`config.mk`:
```
export PLATFORM = sky130hd
export DESIGN_NAME = mem_port_rr_arbiter
export DESIGN_NICKNAME = d
export VERILOG_FILES = /design/src/rtl/mem_arb_pkg.sv /design/src/rtl/mem_arb_idx_fifo.sv /design/src/rtl/mem_port_rr_arbiter.sv
export SDC_FILE = /design/constraint.sdc
export NUM_CORES = 1
export LEC_CHECK = 0
export ABC_AREA = 0
export CORE_AREA = 2 2 515 517
export CTS_BUF_LIST = sky130_fd_sc_hd__clkbuf_4
export CTS_CLUSTER_DIAMETER = 50
export DETAILED_ROUTE_END_ITERATION = 10
export DIE_AREA = 0 0 517 519
export MAX_ROUTING_LAYER = met4
export PLACE_DENSITY = 0.3
export SETUP_SLACK_MARGIN = 0.3
export SLEW_MARGIN = 20
export SYNTH_ARGS = -nofsm -noshare
export SYNTH_HDL_FRONTEND = slang
export SYNTH_HIERARCHICAL = 1
export SYNTH_SLANG_ARGS = --single-unit
```
`constraint.sdc`:
```
create_clock -name clk_i -period 7 [get_ports clk_i]
set_input_delay 0.7 -clock clk_i [delete_from_list [all_inputs] [get_ports clk_i]]
set_output_delay 0.7 -clock clk_i [all_outputs]
set_load 0.1 [all_outputs]
```
`src/rtl/mem_arb_pkg.sv`:
```
// Shared types and the round-robin search used by the memory-port arbiter.
package mem_arb_pkg;

  // Upper bound on requester count; rr_select works on vectors of this width.
  localparam int unsigned MaxPorts = 64;

  typedef enum logic {
    UNLOCKED = 1'b0,
    LOCKED   = 1'b1
  } lock_state_t;

  // First set bit of req at or above ptr, wrapping at num_ports; returns ptr when req is empty.
  function automatic int unsigned rr_select(input logic [MaxPorts-1:0] req,
                                            input int unsigned         ptr,
                                            input int unsigned         num_ports);
    int unsigned sel;
    int unsigned idx;
    logic        found;
    sel   = ptr;
    found = 1'b0;
    for (int unsigned i = 0; i < MaxPorts; i++) begin
      idx = ptr + i;
      if (idx >= num_ports) idx = idx - num_ports;
      if (!found && (i < num_ports) && req[idx[5:0]]) begin
        found = 1'b1;
        sel   = idx;
      end
    end
    return sel;
  endfunction

endpackage

```
`src/rtl/mem_arb_idx_fifo.sv`:
```
// Small FIFO remembering which port owns each outstanding memory request, in issue order.
module mem_arb_idx_fifo #(
  parameter int unsigned Depth = 4,
  parameter int unsigned Width = 2
) (
  input  logic             clk_i,
  input  logic             rst_i,
  input  logic             push,
  input  logic [Width-1:0] push_data,
  input  logic             pop,
  output logic             full,
  output logic             empty,
  output logic [Width-1:0] head
);

  localparam int unsigned PtrWidth = (Depth > 1) ? $clog2(Depth) : 1;
  localparam int unsigned CntWidth = $clog2(Depth + 1);

  logic [Width-1:0]    mem_q [Depth];
  logic [PtrWidth-1:0] wr_ptr_q, rd_ptr_q;
  logic [CntWidth-1:0] count_q;

  function automatic logic [PtrWidth-1:0] next_ptr(input logic [PtrWidth-1:0] p);
    return (p == PtrWidth'(Depth - 1)) ? '0 : p + 1'b1;
  endfunction

  // NOTE: storage has no reset; only pointers and count define validity, so entries need no clearing.
  always_ff @(posedge clk_i) begin
    if (push) mem_q[wr_ptr_q] <= push_data;
  end

  // NOTE: sequential state uses non-blocking assignments so every register samples pre-edge values.
  always_ff @(posedge clk_i or posedge rst_i) begin
    if (rst_i) begin
      wr_ptr_q <= '0;
      rd_ptr_q <= '0;
      count_q  <= '0;
    end else begin
      if (push) wr_ptr_q <= next_ptr(wr_ptr_q);
      if (pop)  rd_ptr_q <= next_ptr(rd_ptr_q);
      case ({push, pop})
        2'b10:   count_q <= count_q + 1'b1;
        2'b01:   count_q <= count_q - 1'b1;
        default: count_q <= count_q;
      endcase
    end
  end

  assign full  = (count_q == CntWidth'(Depth));
  assign empty = (count_q == '0);
  assign head  = mem_q[rd_ptr_q];

endmodule

```
`src/rtl/mem_port_rr_arbiter.sv`:
```
// Round-robin arbiter sharing one req/gnt memory port among several requesters,
// with a lock on stalled requests and in-order response routing.
module mem_port_rr_arbiter
  import mem_arb_pkg::*;
#(
  parameter int unsigned NumPorts       = 4,
  parameter int unsigned AddrWidth      = 64,
  parameter int unsigned DataWidth      = 128,
  parameter int unsigned MaxOutstanding = 4
) (
  input  logic                            clk_i,
  input  logic                            rst_i,
  input  logic [NumPorts-1:0]             slv_req_i,
  output logic [NumPorts-1:0]             slv_gnt_o,
  input  logic [NumPorts*AddrWidth-1:0]   slv_addr_i,
  input  logic [NumPorts-1:0]             slv_we_i,
  input  logic [NumPorts*DataWidth-1:0]   slv_wdata_i,
  input  logic [NumPorts*DataWidth/8-1:0] slv_strb_i,
  output logic [NumPorts-1:0]             slv_rvalid_o,
  output logic [DataWidth-1:0]            slv_rdata_o,
  output logic                            mst_req_o,
  input  logic                            mst_gnt_i,
  output logic [AddrWidth-1:0]            mst_addr_o,
  output logic                            mst_we_o,
  output logic [DataWidth-1:0]            mst_wdata_o,
  output logic [DataWidth/8-1:0]          mst_strb_o,
  input  logic                            mst_rvalid_i,
  input  logic [DataWidth-1:0]            mst_rdata_i,
  output logic                            busy_o,
  output logic                            err_o
);

  localparam int unsigned IdxWidth  = $clog2(NumPorts);
  localparam int unsigned StrbWidth = DataWidth / 8;

  typedef struct packed {
    logic [AddrWidth-1:0] addr;
    logic                 we;
    logic [DataWidth-1:0] wdata;
    logic [StrbWidth-1:0] strb;
  } mem_req_t;

  mem_req_t            port_req [NumPorts];
  mem_req_t            sel_req;
  lock_state_t         state_q, state_d;
  logic [IdxWidth-1:0] lock_idx_q, lock_idx_d;
  logic [IdxWidth-1:0] rr_ptr_q, rr_ptr_d;
  logic [IdxWidth-1:0] sel, fifo_head;
  logic                lock_active, handshake, stall, pop;
  logic                fifo_full, fifo_empty, err_q;

  always_comb begin
    for (int p = 0; p < NumPorts; p++) begin
      port_req[p].addr  = slv_addr_i[p*AddrWidth +: AddrWidth];
      port_req[p].we    = slv_we_i[p];
      port_req[p].wdata = slv_wdata_i[p*DataWidth +: DataWidth];
      port_req[p].strb  = slv_strb_i[p*StrbWidth +: StrbWidth];
    end
  end

  // A locked port keeps the slot until its stalled request is accepted.
  assign lock_active = (state_q == LOCKED);
  assign sel = lock_active ? lock_idx_q
                           : IdxWidth'(rr_select(MaxPorts'(slv_req_i), 32'(rr_ptr_q), NumPorts));

  assign mst_req_o = (lock_active | (|slv_req_i)) & ~fifo_full & ~rst_i;
  assign handshake = mst_req_o & mst_gnt_i;
  assign stall     = mst_req_o & ~mst_gnt_i & ~lock_active;
  assign pop       = mst_rvalid_i & ~fifo_empty & ~rst_i;

  assign sel_req     = port_req[sel];
  assign mst_addr_o  = rst_i ? '0 : sel_req.addr;
  assign mst_we_o    = ~rst_i & sel_req.we;
  assign mst_wdata_o = rst_i ? '0 : sel_req.wdata;
  assign mst_strb_o  = rst_i ? '0 : sel_req.strb;
  assign slv_rdata_o = rst_i ? '0 : mst_rdata_i;

  // NOTE: every always_comb output gets a default first, so no path leaves a latch behind.
  always_comb begin
    slv_gnt_o    = '0;
    slv_rvalid_o = '0;
    if (handshake) slv_gnt_o[sel]          = 1'b1;
    if (pop)       slv_rvalid_o[fifo_head] = 1'b1;
  end

  always_comb begin
    state_d    = state_q;
    lock_idx_d = lock_idx_q;
    rr_ptr_d   = rr_ptr_q;
    if (handshake)
      rr_ptr_d = (sel == IdxWidth'(NumPorts - 1)) ? '0 : sel + 1'b1;
    case (state_q)
      UNLOCKED: if (stall) begin
        state_d    = LOCKED;
        lock_idx_d = sel;
      end
      LOCKED:   if (handshake) state_d = UNLOCKED;
      default:  state_d = UNLOCKED;
    endcase
  end

  always_ff @(posedge clk_i or posedge rst_i) begin
    if (rst_i) begin
      state_q    <= UNLOCKED;
      lock_idx_q <= '0;
      rr_ptr_q   <= '0;
      err_q      <= 1'b0;
    end else begin
      state_q    <= state_d;
      lock_idx_q <= lock_idx_d;
      rr_ptr_q   <= rr_ptr_d;
      if (mst_rvalid_i && fifo_empty) err_q <= 1'b1;
    end
  end

  mem_arb_idx_fifo #(
    .Depth (MaxOutstanding),
    .Width (IdxWidth)
  ) u_idx_fifo (
    .clk_i     (clk_i),
    .rst_i     (rst_i),
    .push      (handshake),
    .push_data (sel),
    .pop       (pop),
    .full      (fifo_full),
    .empty     (fifo_empty),
    .head      (fifo_head)
  );

  assign busy_o = ~fifo_empty | lock_active;
  assign err_o  = err_q;

endmodule
```
==> results.md <==
- Setup repair after global routing missed its margin: false
- Register bit total from synthesis: 21
- Slew at the pin closest to its max-slew limit: 1110 ps
- Leakage power summed over all cells: 8.82 nW
- Initial DRC count: 508
- Length of the first detailed-routing pass in iterations: 4
- Vias: 14300
- Die area: 268000 um^2
- Standard-cell rows: 189
- Relative slew margins: 25.7%
- Kind of critical path: register to primary output
- Hold WC Path Type: register to register
- EDFF count, synth: 8
- Clock latency at the later pin of the worst-skew pair: 340 ps
- Count of input and output buffers: 1319
- CTS tree: done
- Post-layout minimum cycle time: 6030 ps
- Run status: finished, final reports clean
- Clock buffer count from CTS: 3
- Share of flip-flops with an asynchronous set or reset after synthesis: 61.9%
- Chain of cells forming the critical path: inv_1 -> ha_1 -> a21boi_0 -> a22oi_1 -> or3_1 -> a32o_1 -> mux2i_4 -> nand2_8 -> buf_12 -> o22ai_1 -> clkdlybuf4s50_1
- Post-CTS Setup Inserts: 0
- HPWL after detailed placement: 153000 um
- Levels on crit path: 11
- Final setup vio count: 0
- Max stage delay on crit path: 1240 ps
- FILL cells: 30700
- Switching power: 0.0101 W
- Fraction of power spent switching nets: 73.9%
- Die X: 517 um
- YS warnings: 6
- Area of the mapped netlist: 8590 um^2
- Required @ worst endpoint: 6300 ps
- Worst path top cell family by delay: buffers and inverters
- Detailed-route vias per instance: 2.43
- Final cell count without fillers: 5877
- Mapped Nets: 1982
- Fmax: 166 MHz
- FF-to-FF setup slack: 3320 ps
- Area share of the leading cell type in the synthesized netlist: 49.8%
- Aggregate routed wire length: 165000 um
- Cell count after synthesis: 999
- Core area: 263000 um^2
- Critical Path Fanout Max: 65
- Inst Count DP: 5775
- Total DRC errors in the routed layout: 0
- Setup total negative slack: 0 ps
- Remaining number of nets flagged by the antenna check after routing: 0
- Cell type with the largest total area after synthesis: sky130_fd_sc_hd__mux2i_1
- Library cells used by synthesis: 43
- Number of nets in the final layout: 3230
- Register area: 566 um^2
- Clock-pin slew on the worst setup and hold paths: 150 ps
- Global-route wire length before repair: 195000 um
- Internal power: 0.00357 W
- Synth Area per Inst: 8.60 um^2
- # Max-Cap Violations: 0
- Most frequent cell after synthesis: sky130_fd_sc_hd__mux2i_1
- Maximum number of pins on one net before global-route repair: 81
- Dominant synthesized flop cell: sky130_fd_sc_hd__dfrtp_1
- Die height: 519 um
- Logic pwr share: 97.7%
- Area after detailed placement: 25200 um^2
- Number of pins exceeding their max-slew limit in the final report: 0
- Clk buf depth: 2
- Gr usage total: 11.9%
- Hold bufs inserted after CTS: 0
- Final clock period utilization by the worst path: 86.1%
- Worst clock skew: 26.7 ps
- H-tree depth: 1
- Finished layout cell area: 25500 um^2
- # resized after CTS: 0
- Initial core utilization: 3.26%
- Global route overflow: 0
- Count of pins on the block boundary: 1320
- Critical Path Source Type: register
- Final weighted congestion in routability-driven placement: 0.871
- Share of cells above drive strength 1: 12.1%
- CTS Root Buffer Type: sky130_fd_sc_hd__clkbuf_4
- Hold Fails Final Rpt: 0
- IR drop worst, VDD: 0.362 mV
- Power density of the placed cells: 537 nW/um^2
- Sequential Power Share: 1.8%
- Leading cell types by count after synthesis: sky130_fd_sc_hd__mux2i_1 (427), sky130_fd_sc_hd__o22ai_1 (200), sky130_fd_sc_hd__nor2b_1 (132)
- Multi-input logic area: 7190 um^2
- Endpoint arrival time on the critical path: 5330 ps
- Average detailed-routed wire length per instance: 28.0 um
- Clock share of power: 0.5%
- Number of global-route vias before repair: 15100
- Critical path buffers and inverters: 3
- Antenna violations before repair: 154
- Nature of the critical path endpoint: primary output
- Area added between synthesis and finish: 197%
- Slowest-stage cell, CP: sky130_fd_sc_hd__clkdlybuf4s50_1
- Clk sink count: 21
- Sequential-to-total area share from yosys stat: 6.59%
- Worst hold slack across all endpoints: 512 ps
- Largest cells by area after synthesis: sky130_fd_sc_hd__mux2i_1 (50%), sky130_fd_sc_hd__o22ai_1 (15%), sky130_fd_sc_hd__nor2b_1 (9.6%)
- Number of cells on the worst reg-to-reg path: 11
- Min-Delay Path Depth: 1
[routing by layer]
metal / vias to the layer above / part of all wire (%) / global-route usage, % / routed length, um
met5: - / 0 / - / 0
met3: 150 / 11 / 4.69 / 17400
li1: 6476 / - / - / -
met1: 6681 / 38 / 12.6 / 62000
met2: 1002 / 50 / 21.0 / 82000
met4: 0 / 2.0 / 2.32 / 3330
[path summary, 6_finish.rpt]
| kind | start | to |
|---|---|---|
| worst max-delay path | rr_ptr_q[0]$_DFFE_PP0P_ | mst_addr_o[35] |
| worst min-delay path | u_idx_fifo/count_q[2]$_DFFE_PP0P_ | u_idx_fifo/count_q[2]$_DFFE_PP0P_ |
| worst max register to register | rr_ptr_q[0]$_DFFE_PP0P_ | rr_ptr_q[1]$_DFFE_PP0P_ |
| worst min register to register | u_idx_fifo/count_q[2]$_DFFE_PP0P_ | u_idx_fifo/count_q[2]$_DFFE_PP0P_ |
| max in group asynchronous | rst_i | u_idx_fifo/rd_ptr_q[0]$_DFFE_PP0P_ |
| min in group asynchronous | rst_i | u_idx_fifo/count_q[2]$_DFFE_PP0P_ |
[cell type report]
type,instances,share of cell area [%]
sequential,21,2.22
clock inverter,1,0.0196
antenna,98,0.962
timing repair buffer,1353,50.9
clock buffer,3,0.0883
inverter,15,0.221
tap,3533,17.3
multi-input combinational,853,28.2
[layout by cell type (no fill, tap or decap), types with 10 or more instances in the layout]
cell type                         instances
sky130_fd_sc_hd__buf_2                   27
sky130_fd_sc_hd__buf_4                  202
sky130_fd_sc_hd__clkdlybuf4s50_1       1115
sky130_fd_sc_hd__dfrtp_1                 13
sky130_fd_sc_hd__diode_2                 98
sky130_fd_sc_hd__ha_1                    10
sky130_fd_sc_hd__inv_1                   13
sky130_fd_sc_hd__mux2i_1                422
sky130_fd_sc_hd__nor2_1                  12
sky130_fd_sc_hd__nor2b_1                132
sky130_fd_sc_hd__o22ai_1                200
[metrics by stage]
step	util [%]	total power, W	worst slack (ps)
global placement	9.57	0.0139	646
floorplan	-	0.00974	141
detailed placement	9.57	0.0139	1080
CTS	9.58	0.0140	772
global route	9.67	0.0142	504
finish	9.68	0.0137	973
[registers in the layout, summed over array words and instances (netlist names), named ones only]
register,count
lock_idx_q,2
u_idx_fifo/count_q,3
u_idx_fifo/wr_ptr_q,2
u_idx_fifo/mem_q,8
u_idx_fifo/rd_ptr_q,2
rr_ptr_q,2
err_o,1
[worst register-to-register path, cell delays in order, from the launching register on]
cell	delay [ps]
sky130_fd_sc_hd__dfrtp_1	710
sky130_fd_sc_hd__inv_1	220
sky130_fd_sc_hd__ha_1	480
sky130_fd_sc_hd__nor2b_1	90
sky130_fd_sc_hd__a211oi_1	230
sky130_fd_sc_hd__a211oi_1	90
sky130_fd_sc_hd__or4_1	490
sky130_fd_sc_hd__o2111ai_4	160
sky130_fd_sc_hd__buf_12	230
sky130_fd_sc_hd__buf_4	390
sky130_fd_sc_hd__nor3b_1	430
sky130_fd_sc_hd__a211o_1	160
[logic make-up after synthesis]
logic type                 share of synthesized area [%]
adders and majority gates                           1.69
xor gates and xnor gates                           0.408
DFF                                                 6.59
muxes                                               51.1
AOI/OAI and AO/OA                                   17.5
buffers and inverters                               10.4
and+or+nand+nor                                     12.3
[power groups by stage]
stage	Sequential (W)	Clock [W]	Combinational, W
3_5_place_dp	0.000247	0	0.0137
3_3_place_gp	0.000246	0	0.0136
4_1_cts	0.000244	0.0000749	0.0137
2_1_floorplan	0.000238	0	0.00950
5_1_grt	0.000252	0.0000771	0.0139
6_report	0.000244	0.0000671	0.0134
Power figures use the tool's default switching activity.
